### src/rtl/rggen_rtl_pkg.sv
// rggen_rtl_pkg: bus direction/status types and the arbiter state encoding
package rggen_rtl_pkg;
  typedef enum logic {
    RGGEN_READ  = 1'b0,
    RGGEN_WRITE = 1'b1
  } rggen_direction;
  typedef enum logic [1:0] {
    RGGEN_OKAY         = 2'b00,
    RGGEN_EXOKAY       = 2'b01,
    RGGEN_SLAVE_ERROR  = 2'b10,
    RGGEN_DECODE_ERROR = 2'b11
  } rggen_status;
  typedef enum logic [1:0] {
    IDLE    = 2'b00,
    BUSY    = 2'b01,
    RESPOND = 2'b10
  } rggen_arbiter_state;
endpackage

### src/rtl/rggen_round_robin_arbiter.sv
// rggen_round_robin_arbiter: picks the first requester after the last winner, wrapping around
module rggen_round_robin_arbiter #(
  parameter int HOSTS = 2
)(
  input  logic [HOSTS-1:0]         request,
  input  logic [$clog2(HOSTS)-1:0] last,
  output logic [HOSTS-1:0]         grant,
  output logic [$clog2(HOSTS)-1:0] index
);
  localparam int IW = $clog2(HOSTS);
  logic          found;
  logic [IW-1:0] j;
  // scan last+1, last+2, ... with wrap and keep the first hit
  always_comb begin
    grant = '0;
    index = '0;
    found = 1'b0;
    j     = '0;
    for (int i = 1; i <= HOSTS; i++) begin
      j = IW'((int'(last) + i) % HOSTS);
      if (!found && request[j]) begin
        found    = 1'b1;
        index    = j;
        grant[j] = 1'b1;
      end
    end
  end
endmodule

### src/rtl/rggen_bus_arbiter.sv
// rggen_bus_arbiter: round-robin sharing of one register bus among several hosts
module rggen_bus_arbiter
  import rggen_rtl_pkg::*;
#(
  parameter int HOSTS          = 2,
  parameter int ADDRESS_WIDTH  = 16,
  parameter int BUS_WIDTH      = 32,
  parameter int TIMEOUT_CYCLES = 0
)(
  input  logic                           i_clk,
  input  logic                           i_rst,
  input  logic [HOSTS-1:0]               i_host_valid,
  input  logic [HOSTS-1:0]               i_host_access,
  input  logic [HOSTS*ADDRESS_WIDTH-1:0] i_host_address,
  input  logic [HOSTS*BUS_WIDTH-1:0]     i_host_write_data,
  input  logic [HOSTS*(BUS_WIDTH/8)-1:0] i_host_strobe,
  output logic [HOSTS-1:0]               o_host_ready,
  output rggen_status                    o_host_status,
  output logic [BUS_WIDTH-1:0]           o_host_read_data,
  output logic                           o_bus_valid,
  output rggen_direction                 o_bus_access,
  output logic [ADDRESS_WIDTH-1:0]       o_bus_address,
  output logic [BUS_WIDTH-1:0]           o_bus_write_data,
  output logic [BUS_WIDTH/8-1:0]         o_bus_strobe,
  input  logic                           i_bus_ready,
  input  rggen_status                    i_bus_status,
  input  logic [BUS_WIDTH-1:0]           i_bus_read_data,
  output logic [HOSTS-1:0]               o_grant
);
  localparam int SW = BUS_WIDTH / 8;
  localparam int IW = $clog2(HOSTS);
  localparam int CW = $clog2(TIMEOUT_CYCLES + 2);
  localparam bit WD_EN = TIMEOUT_CYCLES > 0;
  localparam logic [CW-1:0] LIMIT = CW'(WD_EN ? TIMEOUT_CYCLES - 1 : 0);

  rggen_arbiter_state     state, state_n;
  logic [IW-1:0]          last, last_n, rr_index;
  logic [HOSTS-1:0]       rr_grant, ready_n, grant_n;
  logic [CW-1:0]          cnt, cnt_n;
  rggen_status            status_n;
  logic [BUS_WIDTH-1:0]   rdata_n, wdata_n;
  logic                   valid_n, timeout;
  rggen_direction         access_n;
  logic [ADDRESS_WIDTH-1:0] address_n;
  logic [SW-1:0]          strobe_n;

  rggen_round_robin_arbiter #(.HOSTS(HOSTS)) u_rr (
    .request (i_host_valid),
    .last    (last),
    .grant   (rr_grant),
    .index   (rr_index)
  );

  assign timeout = WD_EN && (cnt == LIMIT);

  // next-state and next-output logic; every output is registered below
  always_comb begin
    state_n   = state;
    last_n    = last;
    cnt_n     = cnt;
    ready_n   = '0;
    grant_n   = o_grant;
    status_n  = o_host_status;
    rdata_n   = o_host_read_data;
    valid_n   = o_bus_valid;
    access_n  = o_bus_access;
    address_n = o_bus_address;
    wdata_n   = o_bus_write_data;
    strobe_n  = o_bus_strobe;
    case (state)
      IDLE: if (|i_host_valid) begin
        state_n   = BUSY;
        last_n    = rr_index;
        grant_n   = rr_grant;
        valid_n   = 1'b1;
        cnt_n     = '0;
        access_n  = rggen_direction'(i_host_access[rr_index]);
        address_n = i_host_address[rr_index*ADDRESS_WIDTH +: ADDRESS_WIDTH];
        wdata_n   = i_host_write_data[rr_index*BUS_WIDTH +: BUS_WIDTH];
        strobe_n  = i_host_strobe[rr_index*SW +: SW];
      end
      BUSY: if (i_bus_ready || timeout) begin
        state_n  = RESPOND;
        valid_n  = 1'b0;
        ready_n  = o_grant;
        status_n = i_bus_ready ? i_bus_status : RGGEN_SLAVE_ERROR;
        rdata_n  = (i_bus_ready && o_bus_access == RGGEN_READ) ? i_bus_read_data : '0;
      end else begin
        cnt_n = cnt + 1'b1;
      end
      RESPOND: begin
        state_n = IDLE;
        grant_n = '0;
      end
      default: state_n = IDLE;
    endcase
  end

  // state and output registers; reset abandons any transfer in flight
  always_ff @(posedge i_clk or posedge i_rst) begin
    if (i_rst) begin
      state            <= IDLE;
      last             <= IW'(HOSTS - 1);
      cnt              <= '0;
      o_host_ready     <= '0;
      o_grant          <= '0;
      o_host_status    <= RGGEN_OKAY;
      o_host_read_data <= '0;
      o_bus_valid      <= 1'b0;
      o_bus_access     <= RGGEN_READ;
      o_bus_address    <= '0;
      o_bus_write_data <= '0;
      o_bus_strobe     <= '0;
    end else begin
      state            <= state_n;
      last             <= last_n;
      cnt              <= cnt_n;
      o_host_ready     <= ready_n;
      o_grant          <= grant_n;
      o_host_status    <= status_n;
      o_host_read_data <= rdata_n;
      o_bus_valid      <= valid_n;
      o_bus_access     <= access_n;
      o_bus_address    <= address_n;
      o_bus_write_data <= wdata_n;
      o_bus_strobe     <= strobe_n;
    end
  end
endmodule

### config.mk
export PLATFORM = sky130hd
export DESIGN_NAME = rggen_bus_arbiter
export DESIGN_NICKNAME = d
export VERILOG_FILES = /design/src/rtl/rggen_rtl_pkg.sv /design/src/rtl/rggen_round_robin_arbiter.sv /design/src/rtl/rggen_bus_arbiter.sv
export SDC_FILE = /design/constraint.sdc
export NUM_CORES = 1
export LEC_CHECK = 0
export BUFFER_PORTS_ARGS = -buffer_cell sky130_fd_sc_hd__buf_4
export CORE_UTILIZATION = 34
export CTS_CLUSTER_DIAMETER = 30
export DETAILED_ROUTE_END_ITERATION = 10
export PLACE_DENSITY = 0.64
export SETUP_SLACK_MARGIN = 0.15
export SLEW_MARGIN = 20
export SYNTH_ARGS = -nofsm -noshare
export SYNTH_HDL_FRONTEND = slang
export SYNTH_SLANG_ARGS = --single-unit
### constraint.sdc
create_clock -name i_clk -period 4.9 [get_ports i_clk]
set_input_delay 0.98 -clock i_clk [delete_from_list [all_inputs] [get_ports i_clk]]
set_output_delay 0.98 -clock i_clk [all_outputs]
set_load 0.005 [all_outputs]
# [Word-level counts from Yosys, hierarchy flattened]
# Cells that the tools add are included.
[totals] register_bits=95 output_inout_bits=92 wordCells=67
[op_classes] addsub=2 magnitude_cmp=5 n_eq_ne=4 shift=3 mux=26 bitwise=2 reduce_logical=14
[ops] cell="$shiftx A64 B7 Y32" count=1
[ops] cell="$mux W32" count=1
[ops] cell="$shiftx A32 B6 Y16" count=1
[ops] cell="$mux W2" count=7
[ops] cell="$mux W1" count=13
[ops] cell="$pmux W2 S2" count=2
[ops] cell="$reduce_and A2 Y1" count=4
[ops] cell="$shiftx A8 B4 Y4" count=1
[ops] cell="$lt A1 B2 Y1 const B" count=3
[ops] cell="$logic_and A1 B1 Y1" count=4
[ops] cell="$ne A2 B2 Y1 const B" count=2
[ops] cell="$reduce_bool A2 Y1" count=2
[ops] cell="$reduce_and A3 Y1" count=1
[ops] cell="$add A1 B1 Y1 const B" count=2
[ops] cell="$demux W1 S1" count=2
[ops] cell="$eq A2 B1 Y1 const B" count=1
[ops] cell="$eq A2 B2 Y1 const B" count=1
[ops] cell="$ge A1 B1 Y1 const B" count=2
[ops] cell="$logic_not A2 Y1" count=1
[ops] cell="$or A2 B2 Y2" count=1
[ops] cell="$pmux W1 S2" count=1
[ops] cell="$reduce_or A2 Y1" count=1
[ops] cell="$logic_not A1 Y1" count=1
[ops] cell="$not A1 Y1" count=1

# [Longest topological paths before layout]
# Gate-level depths: netlist (run 1).
[depth] word_depth=10 depth_mapped=5

# [Modules after synthesis]
# From an unflattened synthesis (run 1), not the netlist that was laid out.
[hier_totals] hier_cells=410 area_unflattened_um2=4271.6
[modules_own_cells] mod="rggen_bus_arbiter" n_inst=1 cells_per_inst=406 area_each_um2=4245.3 seq_area_each_um2=2378.5
[modules_own_cells] mod="rggen_round_robin_arbiter" n_inst=1 cells_per_inst=4 area_each_um2=26.3 seq_area_each_um2=0.0

# [Worst setup path after synthesis (run 1)]
# No wires, ideal clock.
[synth_timing] path_kind="input -> register" start="input port i_host_valid[1]" end="register o_bus_strobe[0]" setup_time_ps=125 t_arrival_ps=2010 t_required_ps=4775 path_slack_ps=2765 cell_stages=5 n_path_buf=2 cell_sequence="a21bo_1 > buf_6 > buf_8 > mux2_4 > mux2_4"
[synth_via] elab_chain_len=7 word_cells_on_any_way=12 classes_between="1 x shift; 7 x mux; 4 x reduce/logical"
[synth_rtl] element="start: declaration" line="rggen_bus_arbiter.sv:12" source="input logic [HOSTS-1:0] i_host_valid,"
[synth_rtl] element="$mux W1 (implied by the code) (2 in series)" line="rggen_round_robin_arbiter.sv:21" source="if (!found && request[j]) begin"
[synth_rtl] element="$mux W1" line="rggen_round_robin_arbiter.sv:21"
[synth_rtl] element="$logic_not A1 Y1" line="rggen_round_robin_arbiter.sv:21"
[synth_rtl] element="$logic_and A1 B1 Y1" line="rggen_round_robin_arbiter.sv:21"
[synth_rtl] element="$mux W1" line="rggen_round_robin_arbiter.sv:21"
[synth_rtl] element="$shiftx A8 B4 Y4" line="rggen_bus_arbiter.sv:80" source="strobe_n = i_host_strobe[rr_index*SW +: SW];"
[synth_rtl] element="end signal: assignment" line="rggen_bus_arbiter.sv:126" source="o_bus_strobe <= strobe_n;"
[synth_rtl] element="end: declaration" line="rggen_bus_arbiter.sv:24" source="output logic [BUS_WIDTH/8-1:0] o_bus_strobe,"
# Parallel ways exist; a longest one is shown, timed or not. The select of a mux whose other input is x is not followed.
# A chain may end at the register's enable or synchronous reset.

# [Worst setup path in the final report (run 1)]
[layout_timing] start="input port i_host_valid[1]" end="register o_bus_write_data[22]"
[layout_via] elab_chain_len=7 word_cells_on_any_way=12 classes_between="1 x shift; 7 x mux; 4 x reduce/logical"
[layout_rtl] element="$mux W1 (implied by the code) (2 in series)" line="rggen_round_robin_arbiter.sv:21"
[layout_rtl] element="$mux W1" line="rggen_round_robin_arbiter.sv:21"
[layout_rtl] element="$logic_not A1 Y1" line="rggen_round_robin_arbiter.sv:21"
[layout_rtl] element="$logic_and A1 B1 Y1" line="rggen_round_robin_arbiter.sv:21"
[layout_rtl] element="$mux W1" line="rggen_round_robin_arbiter.sv:21"
[layout_rtl] element="$shiftx A64 B7 Y32" line="rggen_bus_arbiter.sv:79" source="wdata_n = i_host_write_data[rr_index*BUS_WIDTH +: BUS_WIDTH];"
[layout_rtl] element="end signal: assignment" line="rggen_bus_arbiter.sv:125" source="o_bus_write_data <= wdata_n;"
[layout_rtl] element="end: declaration" line="rggen_bus_arbiter.sv:23" source="output logic [BUS_WIDTH-1:0] o_bus_write_data,"
# Parallel ways exist; a longest one is shown, timed or not. The select of a mux whose other input is x is not followed.

==> results of run 1 <==
==> cells by family after synthesis <==
logic type | count (synthesis)
buf+inv | 26
simple gates | 74
compound gates | 41
flops | 95
mux | 108
==> flip-flops by register name, summed over array words and instances (netlist names), named ones only <==
name,flops
o_grant,2
o_bus_strobe,4
o_bus_address,16
o_bus_valid,1
o_bus_write_data,32
o_bus_access,1
o_host_read_data,32
o_host_ready,2
state,2
o_host_status,2
==> worst min-delay path, delay by kind of cell (launching register included) <==
kind / cells / cell delay [ps]
and+or+nand+nor: 1 / 50
AOI/OAI and AO/OA: 1 / 60
DFF: 1 / 340
==> through the flow <==
stage               hold slack [ps]  power [mW]  worst slack [ps]   util
floorplan                       471        2.32              1440      -
global placement                464        3.06              1950  0.492
detailed placement              470        3.09              1880  0.492
CTS                             486        3.74              2250  0.511
global route                    511        3.93              2200  0.511
finish                          476        3.68              2260  0.511
==> cell usage after synthesis <==
cell type   n  share of area
mux2_4     96           0.30
dfrtp_1    94           0.50
o21ai_0    36          0.038
nand2_1    35          0.028
nand2b_1   32          0.042
mux2_2     12          0.029
buf_2       7         0.0074
clkbuf_1    6         0.0048
buf_12      4          0.017
inv_1       4         0.0032
buf_1       3         0.0024
and2_1      2         0.0026
nor2_1      2         0.0016
a21bo_1     1         0.0021
a21o_1      1         0.0016
a32oi_1     1         0.0018
buf_6       1         0.0024
buf_8       1         0.0032
dfstp_2     1         0.0055
nand3b_1    1         0.0016
nor3_1      1         0.0011
o21a_1      1         0.0016
o31ai_1     1         0.0016
or2b_1      1         0.0016
==> area by class of cell <==
type,count,area [um^2]
clock inverters,2,10.0
flip-flops and latches,95,2380
fillers,1216,6550
well taps,176,220
multi-input cells,223,2180
repair buffers,239,1790
inverters,4,17.5
clock buffers,14,244
==> per-layer routing <==
layer | share of wire | routed length, um | GRT usage | up-vias
met5 | 0 | 0 | 0 | -
met4 | 0.020 | 230 | 0.0672 | 0
met3 | 0.072 | 811 | 0.0394 | 19
li1 | - | - | - | 1632
met2 | 0.49 | 5490 | 0.264 | 139
met1 | 0.42 | 4760 | 0.189 | 1621
==> power by group through the flow <==
stage / Clock (mW) / Combinational [mW] / Sequential [mW]
2_1_floorplan: 0 / 0.950 / 1.37
3_3_place_gp: 0 / 1.68 / 1.38
3_5_place_dp: 0 / 1.70 / 1.39
4_1_cts: 0.647 / 1.70 / 1.39
5_1_grt: 0.678 / 1.81 / 1.44
6_report: 0.624 / 1.68 / 1.38
==> how the worst max path moves through the flow <==
stage	from	to	slack (ps)	cells after the start
floorplan	i_rst	o_bus_access	1440	1
detailed placement	i_host_valid[1]	o_bus_write_data[22]	1880	5
finish	i_host_valid[1]	o_bus_write_data[22]	2260	5
global route	i_host_valid[1]	o_bus_write_data[22]	2200	5
CTS	i_host_valid[1]	o_bus_write_data[22]	2250	5
global placement	i_host_valid[1]	o_bus_write_data[30]	1950	5
==> impl_metrics.csv, run 1 <==
group,metric,value,unit
status,status,"completed",
yosys,synth_nets,489,
clock_tree,clk_pin_slew,60,ps
yosys,synth_compound_area_frac,0.0467,
clock_tree,cts-resized-gates,0,
layout,layout_common_cells,"buf_4, mux2_4, dfrtp_1, o21ai_0, nand2_1",
yosys,synth_simple_gate_area_share,0.0784,
setup_path,slowest_delay,790,ps
setup_path,cp-start-kind,"primary input",
floorplanning,io_pins,237,
floorplanning,die_h,120,um
setup_path,arrival,2860,ps
power,p_comb_frac,0.455,
timing,final_max_slew_viol_count,0,
yosys,synth_top_family_by_area,"multiplexers",
layout,drive_gt1_frac,0.627,
layout,instances_no_fill,753,
yosys,avgSynthCellArea,13.8,um^2
layout,layout_commonest_cell,"buf_4",
drt,wl_per_cell,15.0,um
drt,drcViolationCount,0,
yosys,synthAdderAreaFrac,0,
drt,wl,11.3,mm
global_route,grt_pass1_wl,17.7,mm
setup_path,r2r_slack,2540,ps
drt,vias,3411,
drt,detail_route.vias_per_cell,4.53,
floorplanning,initial_core_util,0.354,
power,leakage,3.52,nW
power,seq_power_share,0.376,
timing,hold_violations,0,
yosys,synth_xor_area_frac,0,
placement,dpl_cell_area,6590,um^2
yosys,ys_ff_latch,95,
timing,setup_tns,0,ps
setup_path,slowest_stage,"a21bo_4",
placement,gp_congestion,0.718,
setup_path,r2r-end,"o_bus_write_data[22]",
clock_tree,cts_setup_buffers,0,
global_route,grt-ovfl-total,0,
layout,diodes,0,
placement,io_buffers,236,
yosys,synthMuxAreaShare,0.333,
yosys,ys_seq_area_frac,0.502,
setup_path,critical_path_buf_inv_count,2,
power,p_int,2.59,mW
layout,stdcell_area,6850,um^2
clock_tree,clock_latency,330,ps
timing,max_clock_freq,378,MHz
global_route,grt_use_total,0.157,
floorplanning,die_area,14400,um^2
yosys,ys_warn_count,0,
clock_tree,cts-root-buf,"clkbuf_16",
clock_tree,cts_buffers,9,
power,pwr-share-clk,0.169,
clock_tree,clkSinkCount,95,
setup_path,crit_path_cell_trace,"buf_4, a21bo_4, buf_4, mux2_4, mux2_4",
drt,drt_iter0_drc,96,
setup_path,end_kind,"flip-flop",
timing,grt_setup_unrepaired,"no",
power,ir_drop,0.000195,V
clock_tree,postCtsHoldBufs,0,
setup_path,reg2regPathDepth,4,
global_route,antenna_found_initial,0,
floorplanning,coreArea,13400,um^2
clock_tree,cts_buffer_depth,2,
setup_path,required,5110,ps
setup_path,critPathTopFamily,"compound AO/OA/AOI/OAI gates",
global_route,grt_max_degree,69,
layout,nets,717,
power,power_switching,1.10,mW
clock_tree,cts_tree,"yes",
power,switching_share,0.298,
hold_path,hold_depth,2,
layout,area_growth,44.5,%
hold_path,min_to,"o_host_read_data[19]",
yosys,synth.distinct_cells,24,
hold_path,min_from,"o_host_read_data[19]",
placement,dpl.cell_count,737,
placement,detailed_place_hpwl,8.09,mm
setup_path,path_class,"in -> reg",
global_route,first_global_vias,3670,
timing,fin_worst_skew,5.16,ps
hold_path,hp-class,"reg -> reg",
power,power.density,538,nW/um^2
drt,ant_nets,0,
drt,drt_pass1_iterations,4,
job,cap_violations,0,
timing,finalSetupViolCount,0,
timing,period_share,0.539,
setup_path,crit_fanout,46,
timing,worstMarginPinSlew,1050,ps
yosys,synthesis.area,4740,um^2
floorplanning,die_width,120,um
clock_tree,htree_levels,3,
yosys,synthCells,344,
timing,slew_headroom,0.301,
floorplanning,rows,42,
timing,fin_crit,2640,ps
(Power assumes the default switching activity.)
==> inputs of run 2 (changes only) <==
==> constraint.sdc (replaced) <==
create_clock -name i_clk -period 2.7 [get_ports i_clk]
set_input_delay 0.54 -clock i_clk [delete_from_list [all_inputs] [get_ports i_clk]]
set_output_delay 0.54 -clock i_clk [all_outputs]
set_load 0.005 [all_outputs]
==> run 2 against run 1 <==
- register-to-register slack worse by 1800 ps
- cell count rose by 1.2%
- sequential share of layout area shrank 0.75 points
- flip-flop and latch count stayed put
- global-route usage rose by 1.1 points
- sequential power up 79%
- first-iteration DRC count is 29% lower
- largest cell class unchanged
==> impl_metrics.csv, run 2 (same netlist as run 1, synthesis figures left out) <==
group,metric,value,unit
status,status,"completed",
layout,diodes,0,
setup_path,r2r_slack,760,ps
setup_path,required,2920,ps
layout,fillers,1191,
layout,area_growth,47.7,%
drt,vias,3431,
drt,drt_iter0_drc,68,
setup_path,reg2regPathDepth,4,
clock_tree,cts_tree,"yes",
timing,setup_tns,0,ps
timing,finalSetupViolCount,0,
global_route,grt_pass1_wl,18.8,mm
floorplanning,die_h,120,um
global_route,antenna_found_initial,0,
setup_path,end_kind,"flip-flop",
global_route,first_global_vias,3620,
placement,dpl.cell_count,746,
power,power.density,989,nW/um^2
layout,nets,726,
drt,wl,11.8,mm
floorplanning,die_width,120,um
setup_path,crit_path_cell_trace,"a21bo_4, buf_12, mux2_4, mux2_4",
layout,instances_no_fill,762,
drt,ant_nets,0,
clock_tree,cts_buffers,9,
setup_path,cp-start-kind,"flip-flop",
timing,worstMarginPinSlew,569,ps
drt,drt_pass1_iterations,4,
drt,detail_route.vias_per_cell,4.50,
placement,gp_congestion,0.723,
clock_tree,clock_latency,340,ps
layout,largestRegisters,"o_bus_write_data (32), o_host_read_data (32), o_bus_address (16)",
setup_path,slowest_delay,550,ps
power,leakage,3.59,nW
clock_tree,cts_buffer_depth,2,
clock_tree,clkSinkCount,95,
setup_path,r2r-end,"o_bus_write_data[24]",
setup_path,arrival,2160,ps
clock_tree,cts-root-buf,"clkbuf_16",
timing,hold_violations,0,
timing,fin_worst_skew,10.3,ps
clock_tree,cts-resized-gates,0,
timing,grt_setup_unrepaired,"no",
placement,io_buffers,236,
timing,slew_headroom,0.620,
timing,max_clock_freq,515,MHz
drt,drcViolationCount,0,
placement,detailed_place_hpwl,8.84,mm
floorplanning,initial_core_util,0.354,
floorplanning,coreArea,13400,um^2
layout,drive_gt1_frac,0.642,
timing,final_max_slew_viol_count,0,
job,cap_violations,0,
power,ir_drop,0.000466,V
layout,layout_common_cells,"buf_4, mux2_4, dfrtp_1, o21ai_0, nand2_1",
setup_path,slowest_stage,"dfstp_2",
setup_path,path_class,"reg -> reg",
clock_tree,cts_setup_buffers,0,
layout,layout_commonest_cell,"buf_4",
hold_path,hp-class,"in -> async",
floorplanning,rows,42,
clock_tree,htree_levels,3,
clock_tree,clk_pin_slew,70,ps
floorplanning,io_pins,237,
global_route,grt_use_total,0.168,
clock_tree,postCtsHoldBufs,0,
timing,fin_crit,1940,ps
timing,period_share,0.719,
setup_path,crit_fanout,23,
drt,wl_per_cell,15.5,um
global_route,grt-ovfl-total,0,
floorplanning,die_area,14400,um^2
setup_path,cpMostUsedCell,"mux2_4",
global_route,grt_max_degree,72,
## run 2: cell count changes in the layout (fill, tap and decap cells not counted), sizes merged
cell	delta
buf	+9
bufinv	+1
clkbuf	-5
clkinv	+1
clkinvlp	+3
## run 2: worst max-delay path by stage
stage,to
4_1_cts,o_bus_address[2]
5_1_grt,o_bus_write_data[24]
3_5_place_dp,o_bus_address[2]
6_report,o_bus_write_data[24]
2_1_floorplan,o_bus_strobe[0]
3_3_place_gp,o_bus_write_data[18]
## run 2: layout make-up
cell class,count,area (um^2),area share
tap,176,220,0.0315
inverter,4,18.8,0.00268
multi-input combinational,223,2180,0.312
sequential,95,2380,0.340
timing repair buffer,248,1900,0.271
clock inverter,7,72.6,0.0104
clock buffer,9,225,0.0322
## run 2: power breakdown
group | switching (mW) | internal, mW
logic | 1.12 | 2.05
clock network | 0.559 | 0.720
registers | 0.393 | 2.08
total | 2.08 | 4.84
## run 2: stage by stage
| step | setup WS [ps] | power, mW | area, um^2 | utilization | hold slack, ps |
|---|---|---|---|---|---|
| detailed placement | 558 | 5.71 | 6700 | 0.500 | 472 |
| global route | 692 | 7.36 | 7000 | 0.522 | 295 |
| floorplan | 1000 | 4.21 | 4740 | - | 471 |
| global placement | 608 | 5.62 | 6700 | 0.500 | 466 |
| CTS | 742 | 7.02 | 7000 | 0.522 | 267 |
| finish | 758 | 6.92 | 7000 | 0.522 | 263 |
## run 2: worst max-delay path: cells and delay by family (launching register included)
family | cells | cell delay (ps)
AO/OA/AOI/OAI | 1 | 430
buffers and inverters | 1 | 260
flip-flops | 1 | 550
multiplexers | 2 | 570
## run 2: layer usage
| metal | GRT usage | wire length, um | vias to the layer above |
|---|---|---|---|
| met2 | 0.284 | 5890 | 130 |
| li1 | - | - | 1646 |
| met5 | 0 | 0 | - |
| met3 | 0.0423 | 780 | 13 |
| met4 | 0.0469 | 122 | 0 |
| met1 | 0.211 | 5010 | 1642 |
==> inputs of run 3 (changes only) <==
==> constraint.sdc (replaced) <==
create_clock -name i_clk -period 1.8 [get_ports i_clk]
set_input_delay 0.36 -clock i_clk [delete_from_list [all_inputs] [get_ports i_clk]]
set_output_delay 0.36 -clock i_clk [all_outputs]
set_load 0.005 [all_outputs]
==> run 3 against run 2 <==
- power increased by 52%
- global-route usage about the same
- core utilization increased by 1.8 points
- setup slack got worse by 640 ps
- die area unchanged
- clock power increased by 41%
- first-iteration DRC count increased by 87%
- largest power group unchanged
- highest routed layer unchanged
==> impl_metrics.csv, run 3 (same netlist as run 1, synthesis figures left out) <==
group,metric,value,unit
status,status,"completed",
setup_path,critical_path_buf_inv_count,2,
clock_tree,cts_buffer_depth,2,
drt,detail_route.vias_per_cell,4.58,
setup_path,slowest_stage,"dfstp_2",
power,power.density,1460,nW/um^2
setup_path,end_kind,"flip-flop",
timing,whs,114,ps
floorplanning,io_pins,237,
timing,worstMarginPinSlew,651,ps
clock_tree,htree_levels,3,
layout,layout_commonest_cell,"buf_4",
setup_path,cpMostUsedCell,"mux2_4",
layout,diodes,0,
drt,ant_nets,0,
global_route,first_global_vias,3649,
global_route,grt_use_total,0.168,
timing,grt_setup_unrepaired,"yes",
setup_path,path_class,"reg -> reg",
timing,final_max_slew_viol_count,0,
global_route,grt_pass1_wl,18.6,mm
timing,slew_headroom,0.565,
setup_path,required,2020,ps
placement,dpl.cell_count,748,
timing,max_clock_freq,595,MHz
layout,largestRegisters,"o_bus_write_data (32), o_host_read_data (32), o_bus_address (16)",
layout,multi_input_area,2200,um^2
layout,stdcell_area,7240,um^2
layout,nets,736,
timing,fin_crit,1680,ps
clock_tree,clk_pin_slew,60,ps
drt,drt_pass1_iterations,4,
clock_tree,cts_buffers,9,
setup_path,slowest_delay,550,ps
placement,gp_congestion,0.759,
floorplanning,coreArea,13400,um^2
clock_tree,cts-root-buf,"clkbuf_16",
layout,fillers,1178,
drt,wl,12.5,mm
setup_path,r2r_slack,120,ps
timing,finalSetupViolCount,0,
clock_tree,clkSinkCount,95,
floorplanning,die_h,120,um
layout,layout_common_cells,"buf_4, mux2_4, dfrtp_1, o21ai_0, nand2_1",
setup_path,r2r-end,"o_bus_write_data[12]",
power,ir_drop,0.000788,V
timing,setup_tns,0,ps
job,cap_violations,0,
layout,instances_no_fill,772,
drt,vias,3535,
layout,register_area,2380,um^2
layout,drive_gt1_frac,0.646,
floorplanning,die_width,120,um
floorplanning,rows,42,
setup_path,crit_fanout,7,
timing,hold_violations,0,
floorplanning,die_area,14400,um^2
floorplanning,initial_core_util,0.354,
setup_path,critPathTopFamily,"multiplexers",
power,leakage,3.72,nW
drt,drt_iter0_drc,127,
clock_tree,postCtsHoldBufs,0,
global_route,grt_max_degree,55,
placement,dpl_cell_area,6780,um^2
hold_path,hp-class,"in -> async",
clock_tree,clock_latency,340,ps
timing,period_share,0.934,
setup_path,crit_path_cell_trace,"a21bo_4, buf_12, clkbuf_16, mux2_4, mux2_4",
timing,fin_worst_skew,5.85,ps
setup_path,arrival,1900,ps
global_route,antenna_found_initial,0,
layout,area_growth,52.8,%
global_route,grt-ovfl-total,0,
clock_tree,cts_tree,"yes",
placement,io_buffers,236,
setup_path,cp-start-kind,"flip-flop",
drt,drcViolationCount,0,
drt,wl_per_cell,16.2,um
setup_path,reg2regPathDepth,5,
placement,detailed_place_hpwl,9.06,mm
[run 3: changes by cell type in the layout (fill, tap and decap cells not counted), moves of 3 or more]
cell / delta
mux2_4: +5
buf_12: +6
clkbuf_16: +4
mux2_2: -5
buf_4: -3
[run 3: stage by stage]
stage | setup WS (ps) | utilization | total power, mW
after floorplan | 191 | - | 6.31
after global placement | 111 | 0.506 | 8.50
after detailed placement | 94.1 | 0.506 | 8.63
after CTS | 102 | 0.527 | 10.5
after global routing | 82.0 | 0.540 | 11.2
final | 119 | 0.540 | 10.5
[run 3: repair_timing]
action / CTS / global route
cloned: 0 / 6
resized for setup: 0 / 7
setup endpoints to repair: 28 / 33
pin swaps: 0 / 1
buffers inserted: 0 / 2
[run 3: routing by layer]
| metal | vias to the layer above | wire (um) | track usage |
|---|---|---|---|
| li1 | 1675 | - | - |
| met1 | 1709 | 5090 | 0.193 |
| met2 | 134 | 6290 | 0.289 |
| met3 | 17 | 885 | 0.0542 |
| met4 | 0 | 206 | 0.0617 |
| met5 | - | 0 | 0 |
[run 3: worst max-delay path by stage]
stage                         start                    to  slack, ps  cells after the start
floorplan                 flip-flop       o_bus_strobe[0]        190                      5
global placement    i_host_valid[1]  o_bus_write_data[31]        110                      5
detailed placement  i_host_valid[1]  o_bus_write_data[31]         90                      5
CTS                       flip-flop  o_bus_write_data[31]        100                      4
global route              flip-flop  o_bus_write_data[12]         80                      5
finish                    flip-flop  o_bus_write_data[12]        120                      5
[run 3: cell type report]
class / instances / share of cell area
Clock buffer: 12 / 0.0354
Inverter: 4 / 0.00259
Multi-Input combinational cell: 223 / 0.304
Tap cell: 176 / 0.0304
Timing Repair Buffer: 258 / 0.295
Sequential cell: 95 / 0.328
Clock inverter: 4 / 0.00415
[run 3: power by group]
group / total (mW) / switching, mW / internal, mW
clock network: 1.81 / 0.795 / 1.01
logic: 5.00 / 1.73 / 3.27
registers: 3.73 / 0.618 / 3.11
total: 10.5 / 3.14 / 7.40
